### config.mk
export PLATFORM = sky130hd
export DESIGN_NAME = icache_controller
export DESIGN_NICKNAME = d
export VERILOG_FILES = /design/src/rtl/icache_pkg.sv /design/src/rtl/icache_line_array.sv /design/src/rtl/icache_controller.sv
export SDC_FILE = /design/constraint.sdc
export NUM_CORES = 1
export LEC_CHECK = 0
export BUFFER_PORTS_ARGS = -buffer_cell sky130_fd_sc_hd__clkbuf_2
export CAP_MARGIN = 20
export CORE_ASPECT_RATIO = 0.6
export CORE_MARGIN = 1.5
export CORE_UTILIZATION = 51
export CTS_BUF_LIST = sky130_fd_sc_hd__clkbuf_8
export CTS_CLUSTER_DIAMETER = 50
export DETAILED_ROUTE_END_ITERATION = 10
export PLACE_DENSITY = 0.68
export SETUP_SLACK_MARGIN = 0.2
export SLEW_MARGIN = 20
export SYNTH_ARGS = -nofsm -noshare
export SYNTH_HDL_FRONTEND = slang
export SYNTH_HIERARCHICAL = 1
export SYNTH_SLANG_ARGS = --single-unit
### constraint.sdc
create_clock -name CLOCK -period 11.7 [get_ports CLOCK]
set_clock_uncertainty 0.1 [all_clocks]
set_input_delay 1.17 -clock CLOCK [delete_from_list [all_inputs] [get_ports CLOCK]]
set_output_delay 1.17 -clock CLOCK [all_outputs]
set_load 0.01 [all_outputs]
### src/rtl/icache_pkg.sv
// Shared types and constants for the direct-mapped instruction cache.
package icache_pkg;

  typedef enum logic [1:0] {
    S_IDLE     = 2'd0,
    S_MEM_READ = 2'd1,
    S_UPDATE   = 2'd2
  } state_t;

  localparam int OFFSET_W = 4;

  localparam logic [1:0] WORD_SEL_0 = 2'b00;
  localparam logic [1:0] WORD_SEL_1 = 2'b01;
  localparam logic [1:0] WORD_SEL_2 = 2'b10;
  localparam logic [1:0] WORD_SEL_3 = 2'b11;

  // Byte 0 of a block lives in bits [7:0], so word 0 is the low 32 bits.
  function automatic logic [31:0] word_sel(input logic [127:0] blk, input logic [1:0] sel);
    case (sel)
      WORD_SEL_0: return blk[31:0];
      WORD_SEL_1: return blk[63:32];
      WORD_SEL_2: return blk[95:64];
      default:    return blk[127:96];
    endcase
  endfunction

endpackage

### src/rtl/icache_line_array.sv
// Line storage for the instruction cache: valid/tag/data per set,
// synchronous write and asynchronous read.
module icache_line_array #(
  parameter int NUM_SETS = 8,
  parameter int IDX_W    = $clog2(NUM_SETS),
  parameter int TAG_W    = 28 - IDX_W
) (
  input  logic               i_clk,
  input  logic               i_clr,
  input  logic               i_we,
  input  logic [IDX_W-1:0]   i_widx,
  input  logic [TAG_W-1:0]   i_wtag,
  input  logic [127:0]       i_wdata,
  input  logic [IDX_W-1:0]   i_ridx,
  output logic               o_valid,
  output logic [TAG_W-1:0]   o_tag,
  output logic [127:0]       o_data
);

  logic [NUM_SETS-1:0] r_valid;
  logic [TAG_W-1:0]    r_tag  [NUM_SETS];
  logic [127:0]        r_data [NUM_SETS];

  // Clearing only the valid bits is enough to invalidate; tags and data keep their values.
  always_ff @(posedge i_clk) begin
    if (i_clr) begin
      r_valid <= '0;
    end else if (i_we) begin
      r_valid[i_widx] <= 1'b1;
    end
    if (i_we) begin
      r_tag[i_widx]  <= i_wtag;
      r_data[i_widx] <= i_wdata;
    end
  end

  assign o_valid = r_valid[i_ridx];
  assign o_tag   = r_tag[i_ridx];
  assign o_data  = r_data[i_ridx];

endmodule

### src/rtl/icache_controller.sv
// Direct-mapped instruction cache controller with a three-state refill FSM.
// Define ICACHE_PERF_CNT_EN to add the HIT_COUNT / MISS_COUNT outputs.
module icache_controller
  import icache_pkg::*;
#(
  parameter int NUM_SETS = 8
) (
  input  logic         CLOCK,
  input  logic         RESET,
  input  logic [31:0]  ADDRESS,
  output logic [31:0]  INSTRUCTION,
  output logic         BUSYWAIT,
  output logic         MEM_READ,
  output logic [27:0]  MEM_BLOCK_ADDRESS,
  input  logic [127:0] MEM_READ_INST,
  input  logic         MEM_BUSYWAIT,
  output state_t       o_dbg_state
`ifdef ICACHE_PERF_CNT_EN
  ,
  output logic [31:0]  HIT_COUNT,
  output logic [31:0]  MISS_COUNT
`endif
);

  localparam int IDX_W = $clog2(NUM_SETS);
  localparam int TAG_W = 32 - OFFSET_W - IDX_W;

  state_t            r_state;
  state_t            w_next;
  logic [27:0]       r_addr;
  logic [IDX_W-1:0]  w_idx;
  logic [TAG_W-1:0]  w_tag;
  logic              w_line_valid;
  logic [TAG_W-1:0]  w_line_tag;
  logic [127:0]      w_line_data;
  logic              w_hit;
  logic              w_we;
  logic              w_latch;
  logic              w_unused_addr;

  assign w_idx         = ADDRESS[OFFSET_W +: IDX_W];
  assign w_tag         = ADDRESS[31 -: TAG_W];
  assign w_unused_addr = ^ADDRESS[1:0];

  icache_line_array #(
    .NUM_SETS (NUM_SETS),
    .IDX_W    (IDX_W),
    .TAG_W    (TAG_W)
  ) u_lines (
    .i_clk   (CLOCK),
    .i_clr   (RESET),
    .i_we    (w_we),
    .i_widx  (r_addr[IDX_W-1:0]),
    .i_wtag  (r_addr[27 -: TAG_W]),
    .i_wdata (MEM_READ_INST),
    .i_ridx  (w_idx),
    .o_valid (w_line_valid),
    .o_tag   (w_line_tag),
    .o_data  (w_line_data)
  );

  // The cache stalls for the whole reset cycle so no stale line can answer.
  assign w_hit = (r_state == S_IDLE) && !RESET && w_line_valid && (w_line_tag == w_tag);

  always_ff @(posedge CLOCK) begin
    if (RESET) begin
      r_state <= S_IDLE;
      r_addr  <= '0;
    end else begin
      r_state <= w_next;
      if (w_latch) begin
        r_addr <= ADDRESS[31:4];
      end
    end
  end

  // Memory handshake: MEM_READ is held with a stable block address until the
  // memory drops MEM_BUSYWAIT; MEM_READ_INST must stay valid through UPDATE.
  always_comb begin
    w_next            = r_state;
    BUSYWAIT          = 1'b1;
    MEM_READ          = 1'b0;
    MEM_BLOCK_ADDRESS = '0;
    w_we              = 1'b0;
    w_latch           = 1'b0;
    case (r_state)
      S_IDLE: begin
        if (w_hit) begin
          BUSYWAIT = 1'b0;
        end else begin
          w_latch = 1'b1;
          w_next  = S_MEM_READ;
        end
      end
      S_MEM_READ: begin
        MEM_READ          = 1'b1;
        MEM_BLOCK_ADDRESS = r_addr;
        if (!MEM_BUSYWAIT) begin
          w_next = S_UPDATE;
        end
      end
      S_UPDATE: begin
        MEM_BLOCK_ADDRESS = r_addr;
        w_we              = !RESET;
        w_next            = S_IDLE;
      end
      default: begin
        w_next = S_IDLE;
      end
    endcase
  end

  assign INSTRUCTION = BUSYWAIT ? 32'h0 : word_sel(w_line_data, ADDRESS[3:2]);
  assign o_dbg_state = r_state;

`ifdef ICACHE_PERF_CNT_EN
  always_ff @(posedge CLOCK) begin
    if (RESET) begin
      HIT_COUNT  <= '0;
      MISS_COUNT <= '0;
    end else begin
      if (w_hit) begin
        HIT_COUNT <= HIT_COUNT + 32'd1;
      end
      if (w_latch) begin
        MISS_COUNT <= MISS_COUNT + 32'd1;
      end
    end
  end
`endif

endmodule

After elaboration in Yosys (flattened, before gate mapping)
Memory sizes are Yosys's and may differ from the RTL's.
Index checks and enable logic that the tools add are counted.
{ "totals": {"reg_bits": 38, "ramBits": 1224, "in_bits": 163, "output_inout_bits": 64, "word_cells": 42, "mem_count": 2} }
{ "memory_table": {"columns": ["name", "words", "word_bits", "rd", "rd_ports_with_merged_regs", "write_ports", "line", "text"], "rows": [
  ["u_lines.r_data", 8, 128, 1, 0, 1, "icache_line_array.sv:22", "logic [127:0] r_data [NUM_SETS];"],
  ["u_lines.r_tag", 8, 25, 1, 0, 1, "icache_line_array.sv:21", "logic [TAG_W-1:0] r_tag [NUM_SETS];"]
]} }
{ "op_classes": {"order_cmp": 3, "n_eq_ne": 7, "mux": 17, "n_bitwise": 1, "reduce_logical": 9} }
{ "op_table": {"columns": ["op", "n"], "rows": [
  ["$pmux 32 s3", 1],
  ["$mux 32", 1],
  ["$mux 28", 1],
  ["$eq 25x25->1", 1],
  ["$mux 1", 9],
  ["$lt 3x4->1 const B", 2],
  ["$or 8x8->8", 1],
  ["$eq 2x1->1 const B", 2],
  ["$eq 2x2->1 const B", 2],
  ["$logic_and 1x1->1", 4],
  ["$logic_not 2->1", 2],
  ["$mux 2", 2],
  ["$ne 2x2->1 const B", 2],
  ["$pmux 2 s2", 1],
  ["$bmux 1 s3", 1],
  ["$demux 1 s3", 1],
  ["$ge 3x1->1 const B", 1],
  ["$reduce_and 2->1", 1],
  ["$reduce_or 2->1", 1],
  ["$logic_not 1->1", 1]
]} }

Depth between registers and ports, before layout
{ "depth": {"word_depth": 7, "mapped_depth": 12, "ltp_nobuf": 7} }

By module
The synthesis kept the hierarchy.
{ "modules_own_cells": {"columns": ["mod", "n_inst", "cells_each", "area_each_um2", "seq_area_each_um2"], "rows": [
  ["icache_line_array", 1, 1813, 46251.9, 36915.4],
  ["icache_controller", 1, 280, 2896.5, 600.6]
]} }

Worst setup path after synthesis
OpenSTA, ideal clock, no wires.
{ "synth_timing": {"path_kind": "input to register", "startpoint": "in RESET", "endpoint": "mem u_lines.r_data[7][0] (enable)", "setup_ns": 0.667, "arrival_time_ns": 8.128, "required_time_ns": 10.933, "path_slack_ns": 2.804, "cell_stages": 4, "n_path_buf": 1, "cell_sequence": "clkbuf_1 > nor2b_1 > nand2_1 > nor2_1"} }
{ "synth_via": {"elab_chain_len": 4} }
{ "synth_lines": {"columns": ["element", "line", "text"], "rows": [
  ["start: declaration", "icache_controller.sv:9", "input logic RESET,"],
  ["$logic_not 1->1", "icache_controller.sv:104", "w_we = !RESET;"],
  ["$mux 1", "icache_controller.sv:86", "case (r_state)"],
  ["via w_we", "icache_controller.sv:37", "logic w_we;"],
  ["$mux 1", "icache_line_array.sv:31", "if (i_we) begin"],
  ["$mux 1 (implied by the code)", "icache_line_array.sv:33", "r_data[i_widx] <= i_wdata;"],
  ["end: declaration", "icache_line_array.sv:22", null]
]} }
The timed path passes the listed nets, and every way through them passes these cells.

Worst setup path in the final report
{ "layout_timing": {"startpoint": "in ADDRESS[6]", "endpoint": "out INSTRUCTION[21]"} }
{ "layout_via": {"elab_cells_between_ends": 11, "classes_between": "eq/ne (1); mux (6); reduce/logical (2); memory (2)"} }
{ "layout_rtl": {"columns": ["element", "line", "text"], "rows": [
  ["start: declaration", "icache_controller.sv:10", "input logic [31:0] ADDRESS,"],
  ["$mem_v2 8x128", null, null],
  ["via w_line_data[85]", "icache_controller.sv:35", "logic [127:0] w_line_data;"],
  ["$pmux 32 s3", "icache_pkg.sv:19", "case (sel)"],
  ["$mux 32", "icache_controller.sv:113", "assign INSTRUCTION = BUSYWAIT ? 32'h0 : word_sel(w_line_data, ADDRESS[3:2]);"],
  ["end: declaration", "icache_controller.sv:11", "output logic [31:0] INSTRUCTION,"]
]} }
The timed path passes the listed nets, and every way through them passes these cells. The select of a mux whose other input is x is not followed.

==> metrics.log <==
[metrics] status: finished, final reports clean
[metrics] CP max stage cell: buf_4
[metrics] fraction of layout instances using a drive strength above 1: 0.383
[metrics] worst hold-check path type: flip-flop to flip-flop
[metrics] total number of yosys warnings: 6
[metrics] routed wire length: 103 mm
[metrics] total track usage: 0.213
[metrics] die span in y: 243 um
[metrics] count of standard-cell rows: 87
[metrics] setup bufs post-CTS: 0
[metrics] number of instances on the worst hold path: 2
[metrics] path type of the worst setup path: input pin to output port
[metrics] DR WL/cell: 26.9 um
[metrics] initial antenna violation count: 21
[metrics] end-of-flow core utilization: 0.579
[metrics] clock network fraction of total power: 0.366
[metrics] fin nets: 2591
[metrics] beginning of the worst register-to-register path: o_dbg_state[0]
[metrics] Synth top area share: 0.748
[metrics] cts bufs inserted: 180
[metrics] Reg power frac: 0.581
[metrics] Remaining Overflow, GRT: 0
[metrics] residual antenna-violating net count after detailed routing: 0
[metrics] endpoint of the lowest-slack register-to-register path: u_lines/r_data[0][17]
[metrics] crit end category: output port
[metrics] IR Drop Worst-Case VDD: 0.000105 V
[metrics] CTS Sinks: 1262
[metrics] initial core utilization: 0.519
[metrics] reg2reg setup slack: 7730 ps
[metrics] Worst Hold Endpoint: u_lines/r_valid[3]
[metrics] maximum number of buffers from clock root to sink: 3
[metrics] detailed-route vias per instance: 5.87
[metrics] detailed-placement wirelength estimate: between 50 and 60 mm
[metrics] worst path cell trace: buf_8 -> buf_4 -> buf_4 -> mux4_2 -> mux2_2 -> mux4_2 -> and3_1 -> clkbuf_2
[metrics] Synth Register Bits: about 1300
[metrics] Cell variety after synth: 33
[metrics] min Tclk post-route: 6760 ps
[metrics] gate count after technology mapping: between 2000 and 2500
[metrics] share of the clock period used by the worst path after layout: 0.578
[metrics] data arrival time of the critical path: roughly 5500 ps
[metrics] area grow syn2layout: 11.6%
[metrics] vias: 22430
[metrics] number of buffers added on ports: 224
[metrics] wire length of the first global-routing pass: 154 mm
[metrics] netlist area before placement: about 49000 um^2
[metrics] switching share of power: 0.218
[metrics] setup TNS: 0 ps
[metrics] internal power component: 6770 uW
[metrics] sequential fraction of the synthesis area: 0.763
[metrics] horizontal die dimension: 404 um
[metrics] clock tree root driver cell: clkbuf_8
[metrics] static leakage: 0.0180 uW
[metrics] hold buffers post-CTS: 0
[metrics] Placeable Area: ~95000 um^2
[metrics] Slew Limit Headroom: 0.233
[metrics] required time of the critical path: 10430 ps
[metrics] vias in the first global route: about 24000
[metrics] worst-skew pair later-pin latency: about 850 ps
[metrics] max-capacitance violation count: 0
[metrics] number of DRC violations after detailed-routing iteration 0: 1653
[metrics] CP max stage delay: 990 ps
[metrics] Comb pwr share: 0.053
[metrics] library cell occupying the most area in the post-synthesis netlist: edfxtp_1
[metrics] final slew viol count: 0
[metrics] clock tree from TritonCTS: done
[metrics] RSZ-0062 raised after global routing: false
[metrics] mean instance size in the synthesized netlist: 23.5 um^2
[metrics] final RePlAce weighted congestion: around 0.7
[metrics] die area: 98300 um^2
[metrics] transition time at the pin with the least slew margin: 1150 ps
[metrics] Worst setup SP type: input pin
[metrics] final number of setup-violating endpoints: 0
[metrics] crit-path max FO: between 90 and 100
[metrics] dominant cells by area after synthesis: edfxtp_1, mux4_2, mux2_2
[metrics] number of failing hold endpoints at the final stage: 0
[metrics] hold_sp: u_lines/r_valid[3]
[metrics] power per standard cell area: roughly 160 nW/um^2
[metrics] Initial DRT Pass Iterations: 7
[metrics] syn nets: 2260
[metrics] count of cells along the worst register-to-register path: 6
[metrics] number of levels in the clock H-tree: 4
[metrics] switching power: roughly 1900 uW
[metrics] number of top-level pins: about 230
[metrics] Clk pin slew, worst setup/hold paths: 70 ps
[metrics] upper clock frequency limit: 148 MHz
[metrics] number of gates resized after cts: 0
[metrics] post-detailed-route DRC marker count: 0
[metrics] largest net degree at the start of global routing: 108
[how the worst max path moves through the flow]
stage,from,cells past startpoint,endpoint,slack (ps)
finish,ADDRESS[6],8,INSTRUCTION[21],4940
floorplan,RESET,4,u_lines/r_data[7][0],2800
global route,ADDRESS[4],8,INSTRUCTION[22],4740
global placement,ADDRESS[4],8,INSTRUCTION[23],4680
detailed placement,ADDRESS[4],8,INSTRUCTION[23],4660
CTS,ADDRESS[4],8,INSTRUCTION[23],4650
[per-stage QoR]
step                      setup WS [ps]  total power (uW)  hold WS [ps]  std cells  cell area [um^2]
after floorplan                    2800              5430           322       2093             49100
after global placement             4680              5570           332       3487             51600
after detailed placement           4660              5590           340       3487             51600
after CTS                          4650              8760           348       3813             54800
after global routing               4740              8980           375       3820             54900
final                              4940              8650           348       3821             54900
[cells in the mapped netlist, drive strengths merged]
| cell type | instances |
|---|---|
| or4b | 1 |
| nand4 | 6 |
| a211oi | 1 |
| and2 | 28 |
| a21oi | 8 |
| nor2b | 1 |
| nor2 | 2 |
| clkbuf | 47 |
| edfxtp | 1224 |
| and3 | 32 |
| nand4b | 4 |
| nand2b | 55 |
| mux2 | 154 |
| nor3 | 1 |
| nand2 | 3 |
| or2b | 3 |
| a21boi | 1 |
| inv | 16 |
| nor4 | 1 |
| a41oi | 1 |
| xnor2 | 25 |
| ha | 4 |
| a21o | 1 |
| mux4 | 340 |
| mux2i | 29 |
| buf | 63 |
| nand4bb | 3 |
| dfxtp | 38 |
| a22oi | 1 |
[per-layer routing]
metal / up-vias / track usage / routed length (um) / part of all wire
li1: 9546 / - / - / -
met1: 12047 / 0.299 / 44400 / 0.43
met2: 650 / 0.335 / 50100 / 0.49
met3: 165 / 0.0448 / 6100 / 0.059
met4: 22 / 0.0776 / 2070 / 0.020
met5: - / 0 / 138 / 0.0013
[area by class of cell]
class,instances,area [um^2]
diodes,7,17.5
well taps,1246,1560
multi-input cells,705,11000
repair buffers,259,1450
fillers,6723,39900
inverters,16,95.1
clock buffers,187,2570
clock inverters,139,669
flip-flops and latches,1262,37500
[flip-flops by register name, indices dropped and copies added, names as in the netlist]
register,cells
u_lines/r_valid,8
o_dbg_state,2
u_lines/r_tag,200
u_lines/r_data,1024
r_addr,28
[power by group through the flow]
stage	logic, uW	registers, uW	clock network [uW]
detailed placement	463	5130	0
global placement	450	5120	0
global route	493	5030	3460
floorplan	308	5120	0
finish	457	5030	3160
CTS	464	5030	3260
[worst max-delay path: cells and delay by family]
kind / cells / cell delay [ps]
buffers and inverters: 4 / 2680
muxes: 3 / 1220
and+or+nand+nor: 1 / 270
[kinds of logic (layout without fill, tap and decap cells)]
logic type               count (synthesis)  count (layout)  synth area share
AO/OA/AOI/OAI                           13              13           0.00168
XOR/XNOR                                25              25           0.00446
adder cells (fa/ha/maj)                  4               4           0.00102
buffers and inverters                  126             601            0.0138
flip-flops                            1262            1262             0.763
multiplexers                           523             523             0.197
other                                    0               7                 0
AND/OR/NAND/NOR                        140             140            0.0187
[cells in the final DEF, fill, tap and decap left out, types with 5 or more instances in the layout]
cell	n
nand2b_1	55
dfxtp_1	38
and2_1	28
diode_2	7
inv_6	9
clkinvlp_4	5
clkinv_1	44
clkbuf_8	187
nand4_1	6
mux4_2	340
buf_4	32
mux2i_1	29
xnor2_1	25
mux2_2	154
inv_1	72
edfxtp_1	1224
a21oi_1	8
and3_1	32
clkinv_2	20
clkbuf_2	220
No activity file was read; power rests on OpenSTA's default activity.
